[config.mk]
export PLATFORM = sky130hd
export DESIGN_NAME = ex_issue_stage_flat
export DESIGN_NICKNAME = d
export VERILOG_FILES = /design/src/rtl/ex_issue_stage_if.sv /design/src/rtl/ex_issue_stage.sv /design/src/flat_wrapper.sv
export SDC_FILE = /design/constraint.sdc
export NUM_CORES = 1
export LEC_CHECK = 0
export CORE_ASPECT_RATIO = 0.6
export CORE_UTILIZATION = 37
export DETAILED_ROUTE_END_ITERATION = 10
export GPL_ROUTABILITY_DRIVEN = 0
export PLACE_DENSITY = 0.75
export SLEW_MARGIN = 20
export SYNTH_ARGS = -nofsm -noshare
export SYNTH_HDL_FRONTEND = slang
export SYNTH_SLANG_ARGS = --single-unit
[constraint.sdc]
create_clock -name clk -period 1.8 [get_ports clk]
set_input_delay 0.18 -clock clk [delete_from_list [all_inputs] [get_ports clk]]
set_output_delay 0.18 -clock clk [all_outputs]
set_load 0.05 [all_outputs]
[src/rtl/ex_issue_stage_if.sv]
// Bundle of the issue stage's upstream, writeback, ALU and downstream signals.
// The master side is the surrounding pipeline; the slave side is the issue stage.
interface ex_issue_stage_if #(
  parameter int WIDTH = 32
);
  // Upstream (in_*) and downstream (out_*) use valid/ready handshakes.
  // A transfer happens on a rising edge where both valid and ready are high.
  // Ready never depends on valid, so there is no combinational loop.
  // A producer holding valid keeps its payload stable until the transfer.
  logic             in_valid;
  logic             in_ready;
  logic [31:0]      in_inst;
  logic [WIDTH-1:0] in_rs1_data;
  logic [WIDTH-1:0] in_rs2_data;
  logic             wb_valid;
  logic [4:0]       wb_rd;
  logic [WIDTH-1:0] wb_data;
  logic [WIDTH-1:0] alu_out;
  logic [WIDTH-1:0] a;
  logic [WIDTH-1:0] b;
  logic [31:0]      inst;
  logic             out_valid;
  logic             out_ready;
  logic             flush;
  logic             dbg_wait_wb;

  modport master (
    output in_valid, in_inst, in_rs1_data, in_rs2_data,
    output wb_valid, wb_rd, wb_data, alu_out, out_ready, flush,
    input  in_ready, a, b, inst, out_valid, dbg_wait_wb
  );

  modport slave (
    input  in_valid, in_inst, in_rs1_data, in_rs2_data,
    input  wb_valid, wb_rd, wb_data, alu_out, out_ready, flush,
    output in_ready, a, b, inst, out_valid, dbg_wait_wb
  );
endinterface

[src/rtl/ex_issue_stage.sv]
// Execute issue stage: registers ALU operands with forwarding from the ALU and
// the writeback bus, and stalls on load-use style hazards until writeback.
module ex_issue_stage #(
  parameter int WIDTH = 32
) (
  input logic            clk,
  input logic            rst,
  ex_issue_stage_if.slave bus
);
  typedef enum logic {RUN = 1'b0, WAIT_WB = 1'b1} state_t;

  state_t           state_q, state_d;
  logic [4:0]       pending_rd_q, pending_rd_d;
  logic             out_valid_q, out_valid_d;
  logic [WIDTH-1:0] a_q, a_d, b_q, b_d;
  logic [31:0]      inst_q, inst_d;

  logic [6:0] held_op;
  logic [4:0] held_rd, rs1, rs2;
  logic       held_fwd, held_slow, out_fire, slow_hazard, in_ready, accept;
  logic       alu_fwd_en, wb_fwd_en;

  assign held_op = inst_q[6:0];
  assign held_rd = inst_q[11:7];
  assign rs1     = bus.in_inst[19:15];
  assign rs2     = bus.in_inst[24:20];

  assign held_fwd  = (held_op == 7'b0110011) || (held_op == 7'b0010011);
  assign held_slow = (held_op == 7'b0000011) || (held_op == 7'b0110111) ||
                     (held_op == 7'b0010111) || (held_op == 7'b1101111) ||
                     (held_op == 7'b1100111);

  assign out_fire    = out_valid_q && bus.out_ready;
  assign slow_hazard = out_valid_q && held_slow && (held_rd != 5'd0) &&
                       ((held_rd == rs1) || (held_rd == rs2));
  assign in_ready    = !rst && !bus.flush && (state_q == RUN) &&
                       (!out_valid_q || bus.out_ready) && !slow_hazard;
  assign accept      = bus.in_valid && in_ready;

  // The ALU result is only usable when the held instruction leaves this cycle.
  assign alu_fwd_en = out_fire && held_fwd && (held_rd != 5'd0);
  assign wb_fwd_en  = bus.wb_valid && (bus.wb_rd != 5'd0);

  always_comb begin
    a_d          = a_q;
    b_d          = b_q;
    inst_d       = inst_q;
    out_valid_d  = out_valid_q;
    state_d      = state_q;
    pending_rd_d = pending_rd_q;

    if (accept) begin
      inst_d      = bus.in_inst;
      out_valid_d = 1'b1;
      if (alu_fwd_en && (held_rd == rs1))        a_d = bus.alu_out;
      else if (wb_fwd_en && (bus.wb_rd == rs1))  a_d = bus.wb_data;
      else                                       a_d = bus.in_rs1_data;
      if (alu_fwd_en && (held_rd == rs2))        b_d = bus.alu_out;
      else if (wb_fwd_en && (bus.wb_rd == rs2))  b_d = bus.wb_data;
      else                                       b_d = bus.in_rs2_data;
    end else if (out_fire) begin
      out_valid_d = 1'b0;
    end

    case (state_q)
      RUN: begin
        if (!bus.flush && slow_hazard && out_fire) begin
          state_d      = WAIT_WB;
          pending_rd_d = held_rd;
        end
      end
      WAIT_WB: begin
        if (bus.flush || (bus.wb_valid && (bus.wb_rd == pending_rd_q))) state_d = RUN;
      end
      default: state_d = RUN;
    endcase

    if (bus.flush) begin
      out_valid_d = 1'b0;
      state_d     = RUN;
    end
  end

  always_ff @(posedge clk) begin
    if (rst) begin
      state_q      <= RUN;
      pending_rd_q <= 5'd0;
      out_valid_q  <= 1'b0;
      a_q          <= '0;
      b_q          <= '0;
      inst_q       <= 32'h00000013;
    end else begin
      state_q      <= state_d;
      pending_rd_q <= pending_rd_d;
      out_valid_q  <= out_valid_d;
      a_q          <= a_d;
      b_q          <= b_d;
      inst_q       <= inst_d;
    end
  end

  assign bus.in_ready    = in_ready;
  assign bus.out_valid   = out_valid_q;
  assign bus.a           = a_q;
  assign bus.b           = b_q;
  assign bus.inst        = inst_q;
  assign bus.dbg_wait_wb = (state_q == WAIT_WB);
endmodule

[src/flat_wrapper.sv]
// flat-port wrapper written by rule: the top's interface ports become plain ports
module ex_issue_stage_flat 
#(
  parameter int WIDTH = 32
)
  (clk, rst, bus_in_valid, bus_in_inst, bus_in_rs1_data, bus_in_rs2_data, bus_wb_valid, bus_wb_rd, bus_wb_data, bus_alu_out, bus_out_ready, bus_flush, bus_in_ready, bus_a, bus_b, bus_inst, bus_out_valid, bus_dbg_wait_wb);
  ex_issue_stage_if #(.WIDTH(WIDTH)) bus_i ();
  input logic clk;
  input logic rst;
  input wire logic [$bits(bus_i.in_valid)-1:0] bus_in_valid;
  input wire logic [$bits(bus_i.in_inst)-1:0] bus_in_inst;
  input wire logic [$bits(bus_i.in_rs1_data)-1:0] bus_in_rs1_data;
  input wire logic [$bits(bus_i.in_rs2_data)-1:0] bus_in_rs2_data;
  input wire logic [$bits(bus_i.wb_valid)-1:0] bus_wb_valid;
  input wire logic [$bits(bus_i.wb_rd)-1:0] bus_wb_rd;
  input wire logic [$bits(bus_i.wb_data)-1:0] bus_wb_data;
  input wire logic [$bits(bus_i.alu_out)-1:0] bus_alu_out;
  input wire logic [$bits(bus_i.out_ready)-1:0] bus_out_ready;
  input wire logic [$bits(bus_i.flush)-1:0] bus_flush;
  output wire logic [$bits(bus_i.in_ready)-1:0] bus_in_ready;
  output wire logic [$bits(bus_i.a)-1:0] bus_a;
  output wire logic [$bits(bus_i.b)-1:0] bus_b;
  output wire logic [$bits(bus_i.inst)-1:0] bus_inst;
  output wire logic [$bits(bus_i.out_valid)-1:0] bus_out_valid;
  output wire logic [$bits(bus_i.dbg_wait_wb)-1:0] bus_dbg_wait_wb;
  assign bus_i.in_valid = bus_in_valid;
  assign bus_i.in_inst = bus_in_inst;
  assign bus_i.in_rs1_data = bus_in_rs1_data;
  assign bus_i.in_rs2_data = bus_in_rs2_data;
  assign bus_i.wb_valid = bus_wb_valid;
  assign bus_i.wb_rd = bus_wb_rd;
  assign bus_i.wb_data = bus_wb_data;
  assign bus_i.alu_out = bus_alu_out;
  assign bus_i.out_ready = bus_out_ready;
  assign bus_i.flush = bus_flush;
  assign bus_in_ready = bus_i.in_ready;
  assign bus_a = bus_i.a;
  assign bus_b = bus_i.b;
  assign bus_inst = bus_i.inst;
  assign bus_out_valid = bus_i.out_valid;
  assign bus_dbg_wait_wb = bus_i.dbg_wait_wb;
  ex_issue_stage #(.WIDTH(WIDTH)) u_core (.clk(clk), .rst(rst), .bus(bus_i));
endmodule
# Word-level counts from Yosys, hierarchy flattened
# Index checks and enable logic that the tools add are counted.
[op_classes] n_eq_ne=12 mux=9 bitwise_logic=1 reduce_logical=36
[op_table] cell="32-bit two-way mux" count=4
[op_table] cell="5-bit equality test" count=5
[op_table] cell="1-bit logical AND" count=19
[op_table] cell="7-bit by 5-bit equality test with 1-bit output (second input constant)" count=2
[op_table] cell="7-bit by 6-bit equality test with 1-bit output (second input constant)" count=2
[op_table] cell="7-bit equality test (second input constant)" count=2
[op_table] cell="5-bit nonzero test" count=2
[op_table] cell="1-bit logical OR" count=8
[op_table] cell="7-bit by 2-bit equality test with 1-bit output (second input constant)" count=1
[op_table] cell="1-bit zero test" count=4
[op_table] cell="1-bit two-way mux" count=4
[op_table] cell="1-bit case mux with 2 select lines" count=1
[op_table] cell="2-bit AND reduction" count=1
[op_table] cell="2-bit nonzero test" count=1
[op_table] cell="2-bit OR reduction" count=1
[op_table] cell="1-bit NOT" count=1
[totals] reg_bits=103 input_bits=171 output_inout_bits=99 wordCells=64

# Longest topological paths before layout
# Gate-level depths: netlist of the first run.
[logic_depth] word_depth=12 ltp_mapped=9

# Worst setup path before layout of the first run
# OpenSTA, ideal clock, no wires.
[synth_timing] path_kind="reg2out" startpoint="reg u_core.inst_q[8], in the netlist u_core.bus.inst[8]" endpoint="out bus_in_ready" arrival_ns=2.478 required_ns=1.620 setup_slack_ns=-0.858 path_stages_with_launch=5 path_buffers=0 cell_sequence="dfxtp_1 > or4_4 > o21ai_2 > a211oi_1 > a21boi_0"
[synth_via] elab_chain_cells=5
[synth_rtl] item="from (decl)" line="ex_issue_stage.sv:16" source="logic [31:0] inst_q, inst_d;"
[synth_rtl] item="from (signal assigned)" line="ex_issue_stage.sv:98" source="inst_q <= inst_d;"
[synth_rtl] item="5-bit equality test / 5-bit nonzero test (equally long branches)" line="ex_issue_stage.sv:35, ex_issue_stage.sv:34"
[synth_rtl] item="1-bit logical OR / 1-bit logical AND (equally long branches)" line="ex_issue_stage.sv:35, ex_issue_stage.sv:34"
[synth_rtl] item="1-bit logical AND *" line="ex_issue_stage.sv:34" source="assign slow_hazard = out_valid_q && held_slow && (held_rd != 5'd0) &&"
[synth_rtl] item="1-bit zero test *" line="ex_issue_stage.sv:37" source="(!out_valid_q || bus.out_ready) && !slow_hazard;"
[synth_rtl] item="1-bit logical AND *" line="ex_issue_stage.sv:37"
[synth_rtl] item="to (decl)" line="flat_wrapper.sv:20" source="output wire logic [$bits(bus_i.in_ready)-1:0] bus_in_ready;"
# Every way passes the cells marked *; elsewhere a longest branch is shown, timed or not.

# Worst setup path in the final report of the first run
[layout_timing] startpoint="reg u_core.inst_q[11], in the netlist u_core.bus.inst[11]" endpoint="out bus_in_ready"
# The elaborated chain is that of the path after synthesis.

==> results.cfg, run 1 <==
[run_status]
status = finished, violations left
violations = negative setup slack

[power]
power.density_nw_per_um2 = 639
p_leak_nw = 3.98
vdd_drop_max_v = 0.000428

[sta]
fin_crit_ns = 2.22
setup_viol_count_final = 104
finalCritPeriodShare = 1.23
rsz0062_at_grt = true
finalWorstSetupSlack_ns = -0.417
max_slew_margin = 0.309
drv_slew = 0
hold_violations = 0
worstMarginPinSlew_ns = 1.04
fmax_ghz = 0.451
fin_skew_ns = 0.0107

[floorplanning]
die_height_um = 95.9
start_util = 0.388
ios = 270
coreArea_um2 = 14000
dieWidth_um = 158
dieArea_um2 = 15200
num_rows = 33

[cells_and_area]
stdcell_count = 1222
drive_above_1_share = 0.172
final_cell_mix = clkdlybuf4s50_1 (250), nand2_1 (198), dfxtp_1 (91)
syn_to_final_growth_pct = 78.5
seq_area_um2 = 2080
diodes = 0
fin_util = 0.693
fillers = 1117
layout.nets = 1196
final_common_cell = clkdlybuf4s50_1
multi_input_area_um2 = 3360

[synth]
yosysTopAreaCell = dfxtp_1
synth_cell_types = 35
ys_async_sr_fraction = 0
ys_seq_area_frac = 0.379
ys.flop_type = dfxtp_1
synth_top_area_frac = 0.379
ys_warn_count = 0
synth_nets = 894
avgSynthCellArea_um2 = 7.52
ys_ff_latch = 103
synthCells = 723
netlist_area_um2 = 5430
synth_edf_count = 0
synth_top_cells_by_area = dfxtp_1 (38%), nand2_1 (14%), nand3b_1 (9.3%)

[cts]
cts-htree-levels = 3
cts_buffer_depth = 2
cts_sinks = 103
clk_pin_slew_ns = 0.08
clkLatencyLatePin_ns = 0.34
root_buffer = clkbuf_16
cts_hold_buffers = 0
cts_tree = done
cts_buffers = 9

[global_route]
grt.total_usage = 0.284
grt_antenna_before_repair = 0
grt_pass1_vias = 5949
grt_max_degree = 105
grt_overflow_total = 0
grt_pass1_wl_um = 32600

[worst_hold_path]
hold_path.class = in2reg

[detailed_routing]
via_per_inst = 5.19
vias = 6339
wl_per_cell_um = 18.0
antenna_left = 0
route.detailed.drc = 0
drtPass1Iterations = 5
wirelength_um = 22000
drt_iter0_drc = 482

[setup_path]
arrival_ns = 2.04
reg2reg_to = u_core.bus.inst[18]$_SDFFE_PP0P_
crit_path_frequent_cell = buf_6
slowest_stage = or4_4
cp_data_required_time_ns = 1.62
cp_max_fo = 3
max_stage_delay_ns = 0.56
crit_end = bus_in_ready
worstRegToRegCells = 11
crit_chain = or4_4 > buf_6 > o21ai_4 > a211oi_4 > buf_4 > a21boi_2 > buf_6
path_class = reg2out
startpoint = u_core.bus.inst[11]$_SDFFE_PP0P_
crit_path_end_kind = primary output
r2r_start = u_core.bus.inst[11]$_SDFFE_PP0P_
rrSetupSlack_ns = -0.41
startpoint_type = flip-flop

[placement]
place_hpwl_um = 14600
port_buffers = 269
dp.cells = 1185

[job]
cap_violations = 0
==> Yosys cell counts (all sizes together), types with 5 or more instances <==
master / instances
nor3: 5
and3: 66
dfxtp: 103
xnor2: 15
nor2: 74
xor2: 10
buf: 29
clkbuf: 31
nand3: 5
nand2: 199
nand3b: 67
mux2i: 5
o31ai: 64
a21oi: 29
==> state kept, by name, summed over array words and instances, names as in the netlist <==
| signal | flops |
|---|---|
| u_core.bus.a | 32 |
| u_core.bus.b | 32 |
| u_core.bus.inst | 32 |
| u_core.pending_rd_q | 5 |
| u_core.bus.dbg_wait_wb | 1 |
| u_core.bus.out_valid | 1 |
==> per-stage QoR <==
stage | setup slack (ns) | total power [mW] | setup TNS, ns | hold WS, ns | instance area (µm²)
2_1_floorplan | -0.224 | 3.25 | -19.67 | 0.249 | 5520
3_3_place_gp | -0.516 | 4.03 | -41.43 | 0.439 | 8700
3_5_place_dp | -0.596 | 4.03 | -45.58 | 0.448 | 8700
4_1_cts | -0.399 | 6.21 | -32.24 | 0.362 | 9530
5_1_grt | -0.486 | 6.44 | -42.21 | 0.359 | 9700
6_report | -0.417 | 6.20 | -33.94 | 0.374 | 9700
==> worst min path at each step <==
stage / from / endpoint / depth (start not counted)
5_1_grt: bus_in_inst[3] / u_core.bus.inst[3]$_SDFFE_PP0P_ / 3
3_5_place_dp: u_core.bus.inst[22]$_SDFFE_PP0P_ / u_core.bus.inst[22]$_SDFFE_PP0P_ / 2
6_report: bus_in_inst[3] / u_core.bus.inst[3]$_SDFFE_PP0P_ / 3
3_3_place_gp: u_core.bus.inst[29]$_SDFFE_PP0P_ / u_core.bus.inst[29]$_SDFFE_PP0P_ / 2
2_1_floorplan: bus_flush / u_core.bus.out_valid$_SDFFE_PP0P_ / 1
4_1_cts: bus_in_inst[6] / u_core.bus.inst[6]$_SDFFE_PP0P_ / 3
==> kinds of logic after synthesis <==
group	after synthesis	synth area share
simple gates	425	0.379
mux	5	0.00921
compound gates	105	0.141
xor+xnor	25	0.0403
flops	103	0.379
buf+inv	60	0.0516
==> layer usage <==
layer,part of all wire,routed length [µm],vias up,GRT usage
met4,0.013,287,0,0.0545
met3,0.089,1960,23,0.0729
met1,0.46,10200,2952,0.387
met2,0.44,9630,289,0.454
met5,0,0,-,0
li1,-,-,3075,-
==> what timing repair did <==
item | CTS | global route
gates resized for setup | 32 | 35
cloned | 10 | 0
pin swaps | 21 | 7
setup endpoints to repair | 105 | 107
buffers inserted | 9 | 2
==> worst max-delay path: cells and delay by family (launching register included) <==
kind	cells	cell delay, ns
buffers and inverters	3	0.47
AOI/OAI and AO/OA	3	0.34
and+or+nand+nor	1	0.56
DFF	1	0.33
==> area by class of cell <==
cell class                 instances  share of cell area
multi-input combinational        561               0.346
timing repair buffer             350               0.382
clock buffer                      10              0.0246
clock inverter                     6             0.00774
tap                              192              0.0248
sequential                       103               0.215
==> report_power, final <==
| group | switching (mW) | internal, mW |
|---|---|---|
| combinational | 0.851 | 0.843 |
| clock | 0.920 | 1.14 |
| sequential | 0.0650 | 2.38 |
Power figures use the tool's default switching activity.
==> inputs of run 2 (changes only) <==
--- a/config.mk
+++ b/config.mk
@@ -5,7 +5,7 @@
 export SDC_FILE = /design/constraint.sdc
 export NUM_CORES = 1
 export LEC_CHECK = 0
-export CORE_ASPECT_RATIO = 0.6
+export CORE_ASPECT_RATIO = 1.4
 export CORE_UTILIZATION = 37
 export DETAILED_ROUTE_END_ITERATION = 10
 export GPL_ROUTABILITY_DRIVEN = 0
==> results.cfg, run 2 (synthesis results as in run 1) <==
[cts]
root_buffer = clkbuf_16
clk_pin_slew_ns = 0.07
cts-htree-levels = 3
cts_buffer_depth = 2
cts_hold_buffers = 0
cts_buffers = 9
clkLatencyLatePin_ns = 0.35
cts_tree = done
cts_sinks = 103

[detailed_routing]
drt_iter0_drc = 243
route.detailed.drc = 0
antenna_left = 0
drtPass1Iterations = 5
wirelength_um = 22500
wl_per_cell_um = 18.4
vias = 6483
via_per_inst = 5.29

[global_route]
grt_pass1_wl_um = 34000
grt_pass1_vias = 6388
grt_overflow_total = 0
grt_antenna_before_repair = 0
grt.total_usage = 0.285
grt_max_degree = 105

[sta]
rsz0062_at_grt = true
fmax_ghz = 0.449
finalCritPeriodShare = 1.24
max_slew_margin = 0.328
fin_crit_ns = 2.23
hold_violations = 0
fin_skew_ns = 0.00760
finalWorstSetupSlack_ns = -0.428
drv_slew = 0
worstMarginPinSlew_ns = 1.01
setup_viol_count_final = 104

[setup_path]
cp_max_fo = 3
path_class = reg2out
crit_path_end_kind = primary output
critPathTopFamily = simple AND/OR/NAND/NOR gates
slowest_stage = or4_4
max_stage_delay_ns = 0.55
crit_path_frequent_cell = buf_6
cp_data_required_time_ns = 1.62
arrival_ns = 2.05
crit_buf_inv = 3
crit_chain = or4_4 > buf_6 > o21ai_4 > a211oi_4 > buf_6 > a21boi_2 > buf_6
startpoint_type = flip-flop

[placement]
place_hpwl_um = 13100
port_buffers = 269

[floorplanning]
ios = 270
die_height_um = 145
dieWidth_um = 104
start_util = 0.378
dieArea_um2 = 15200
coreArea_um2 = 14400
num_rows = 52

[cells_and_area]
layout.nets = 1203
final_cell_mix = clkdlybuf4s50_1 (250), nand2_1 (192), dfxtp_1 (91)
diodes = 0
fin_util = 0.689
drive_above_1_share = 0.188
final_common_cell = clkdlybuf4s50_1
syn_to_final_growth_pct = 82.2

[power]
pwr-share-clk = 0.332
power_frac_seq = 0.397
p_sw_frac = 0.297
p_int_mw = 4.32
power.density_nw_per_um2 = 621
combPwrFrac = 0.271
p_total_mw = 6.15
vdd_drop_max_v = 0.000410
p_switching_mw = 1.83
p_leak_nw = 4.04

[run_status]
violations = negative setup slack
status = finished, violations left

[worst_hold_path]
hold_path.class = in2reg

[job]
cap_violations = 0
run 2: changes by cell type in the layout (fill, tap and decap cells not counted), sizes merged:
cell	previous run	this run
dlygate4sd2	1	3
bufbuf	4	1
buf	92	99
dlymetal6s2s	3	2
clkinvlp	1	0
clkbuf	10	13
a21bo	2	1
clkinv	1	3
inv	3	1
run 2: area by class of cell:
class,count,area [µm²]
Fill cell,1143,4480
Timing Repair Buffer,358,3900
Multi-Input combinational cell,560,3390
Sequential cell,103,2080
Clock buffer,10,239
Tap cell,189,236
Clock inverter,5,57.6
run 2: what timing repair did:
item,CTS,global route
cloned,12,5
hold endpoints to repair,0,0
setup buffers,16,7
pin swaps,12,6
setup endpoints to repair,107,106
gates resized for setup,61,38
run 2: worst min-delay path, delay by kind of cell:
family	cells	cell delay, ns
simple gates	1	0.05
compound gates	1	0.05
buf+inv	1	0.39
run 2: worst paths after layout:
kind | start | slack [ns] | endpoint | depth (start not counted)
worst min-delay path | bus_in_inst[9] | 0.36 | u_core.bus.inst[9]$_SDFFE_PP0P_ | 3
worst max-delay path | u_core.bus.inst[8]$_SDFFE_PP0P_ | -0.43 | bus_in_ready | 7
worst max register to register | u_core.bus.inst[8]$_SDFFE_PP0P_ | -0.40 | u_core.bus.a[17]$_SDFFE_PP0P_ | 8
worst min register to register | u_core.bus.inst[24]$_SDFFE_PP0P_ | 0.45 | u_core.bus.inst[24]$_SDFFE_PP0P_ | 2
run 2: metrics by stage:
step | area (µm²) | cells | TNS (ns) | setup WS [ns] | hold WS (ns)
3_3_place_gp | 8630 | 1175 | -36.89 | -0.397 | 0.438
3_5_place_dp | 8630 | 1175 | -41.17 | -0.473 | 0.447
5_1_grt | 9900 | 1225 | -38.86 | -0.474 | 0.373
6_report | 9900 | 1225 | -33.56 | -0.428 | 0.361
2_1_floorplan | 5520 | 723 | -19.67 | -0.224 | 0.249
4_1_cts | 9640 | 1217 | -29.33 | -0.408 | 0.354
run 2: layer usage:
metal / vias to the layer above / track usage / routed length, µm
li1: 3089 / - / -
met1: 3058 / 0.317 / 8530
met2: 280 / 0.508 / 11700
met3: 56 / 0.0694 / 1460
met4: 0 / 0.129 / 810
met5: - / 0 / 0
run 2: power groups by stage:
stage               registers [mW]  clock network, mW  logic (mW)
floorplan                     2.86                  0       0.386
global placement              2.49                  0        1.51
detailed placement            2.49                  0        1.52
CTS                           2.44               2.06        1.62
global route                  2.46               2.16        1.75
finish                        2.44               2.04        1.67
==> inputs of run 3 (changes only) <==
--- a/config.mk
+++ b/config.mk
@@ -6,10 +6,10 @@
 export NUM_CORES = 1
 export LEC_CHECK = 0
 export CORE_ASPECT_RATIO = 1.4
-export CORE_UTILIZATION = 37
+export CORE_UTILIZATION = 41
 export DETAILED_ROUTE_END_ITERATION = 10
 export GPL_ROUTABILITY_DRIVEN = 0
-export PLACE_DENSITY = 0.75
+export PLACE_DENSITY = 0.79
 export SLEW_MARGIN = 20
 export SYNTH_ARGS = -nofsm -noshare
 export SYNTH_HDL_FRONTEND = slang
==> constraint.sdc (replaced) <==
create_clock -name clk -period 2.3 [get_ports clk]
set_input_delay 0.23 -clock clk [delete_from_list [all_inputs] [get_ports clk]]
set_output_delay 0.23 -clock clk [all_outputs]
set_load 0.05 [all_outputs]
==> results.cfg, run 3 (synthesis results as in run 1) <==
[global_route]
grt_antenna_before_repair = 0
grt_pass1_vias = 5923
grt_max_degree = 105
grt_overflow_total = 0
grt_pass1_wl_um = 28500
grt.total_usage = 0.260

[cells_and_area]
stdcell_count = 1130
final_cell_mix = clkdlybuf4s50_1 (267), nand2_1 (199), dfxtp_1 (103)
fin_util = 0.675
layout.nets = 1143
syn_to_final_growth_pct = 59.9
final_common_cell = clkdlybuf4s50_1
drive_above_1_share = 0.0665
diodes = 0

[sta]
fin_crit_ns = 2.19
finalCritPeriodShare = 0.951
rsz0062_at_grt = false
setup_viol_count_final = 0
drv_slew = 0
fin_skew_ns = 0.00654
fmax_ghz = 0.457
hold_violations = 0
max_slew_margin = 0.356
worstMarginPinSlew_ns = 0.967
finalWorstSetupSlack_ns = 0.112
setup_tns_ns = 0
worst_hold_slack_ns = 0.428

[setup_path]
slowest_stage = dfxtp_1
crit_buf_inv = 1
crit_path_end_kind = flip-flop
crit_chain = or4_4 > o2111ai_1 > or3_2 > buf_12 > and3_1 > o31ai_1
cp_data_required_time_ns = 2.54
path_class = reg2reg
max_stage_delay_ns = 0.53
cp_max_fo = 47
critPathTopFamily = simple AND/OR/NAND/NOR gates
arrival_ns = 2.43
startpoint_type = flip-flop

[cts]
postCtsSetupBuffers = 0
cts_tree = done
clk_pin_slew_ns = 0.08
cts_hold_buffers = 0
cts_buffers = 9
cts_buffer_depth = 2
clkLatencyLatePin_ns = 0.34
cts_sinks = 103
cts_resized = 1
root_buffer = clkbuf_16
cts-htree-levels = 3

[detailed_routing]
wirelength_um = 18200
antenna_left = 0
drtPass1Iterations = 4
route.detailed.drc = 0
vias = 6025
wl_per_cell_um = 16.1
via_per_inst = 5.33
drt_iter0_drc = 192

[floorplanning]
num_rows = 49
dieArea_um2 = 13700
die_height_um = 138
coreArea_um2 = 12900
dieWidth_um = 99.3
ios = 270
start_util = 0.422

[placement]
pre_cts_ws_ns = -0.0108
dp.cells = 1114
port_buffers = 269
place_hpwl_um = 12900

[job]
cap_violations = 0

[power]
power.density_nw_per_um2 = 524
p_leak_nw = 3.42
vdd_drop_max_v = 0.000322

[run_status]
status = complete, no violations

[worst_hold_path]
hold_path.class = in2reg
## run 3: cell types whose count changed in the layout (fill, tap and decap cells not counted), moves of 11 or more
cell             before  now
buf_6                18    0
dfxtp_1              91  103
buf_16               11    0
o31ai_2              32   10
o31ai_1              32   54
clkdlybuf4s50_1     250  267
buf_4                52   19
## run 3: per-layer routing
layer / up-vias / wire (µm) / track usage
li1: 2965 / - / -
met1: 2768 / 6920 / 0.285
met2: 253 / 9160 / 0.459
met3: 39 / 1470 / 0.0713
met4: 0 / 626 / 0.124
met5: - / 0 / 0
## run 3: report_power, final
part | total (mW) | internal, mW | switching, mW
clock network | 1.48 | 0.771 | 0.707
registers | 1.91 | 1.87 | 0.0483
logic | 1.16 | 0.567 | 0.596
total | 4.55 | 3.20 | 1.35
## run 3: final cells by class
cell class	instances	area [µm²]
clock buffer	10	239
clock inverter	6	43.8
tap	153	191
multi-input combinational	560	3110
fill	1129	4190
timing repair buffer	298	3040
sequential	103	2060
## run 3: worst paths after layout
path,endpoint,startpoint,cells after the start,slack [ns]
hold reg to reg,u_core.bus.inst[12]$_SDFFE_PP0P_,u_core.bus.inst[12]$_SDFFE_PP0P_,2,0.45
setup / recovery,u_core.bus.b[22]$_SDFFE_PP0P_,u_core.bus.inst[11]$_SDFFE_PP0P_,6,0.11
setup reg to reg,u_core.bus.b[22]$_SDFFE_PP0P_,u_core.bus.inst[11]$_SDFFE_PP0P_,6,0.11
hold / removal,u_core.bus.inst[25]$_SDFFE_PP0P_,bus_in_inst[25],3,0.43
## run 3: tightest hold or removal path, delay by kind of cell
kind / cells / cell delay, ns
AND/OR/NAND/NOR: 1 / 0.05
buffers and inverters: 1 / 0.39
AO/OA/AOI/OAI: 1 / 0.05
## run 3: through the flow
stage / power, mW / instance area [µm²]
after floorplan: 2.53 / 5440
after global placement: 3.11 / 8400
after detailed placement: 3.12 / 8400
after CTS: 4.60 / 8690
after global routing: 4.73 / 8690
final: 4.55 / 8690
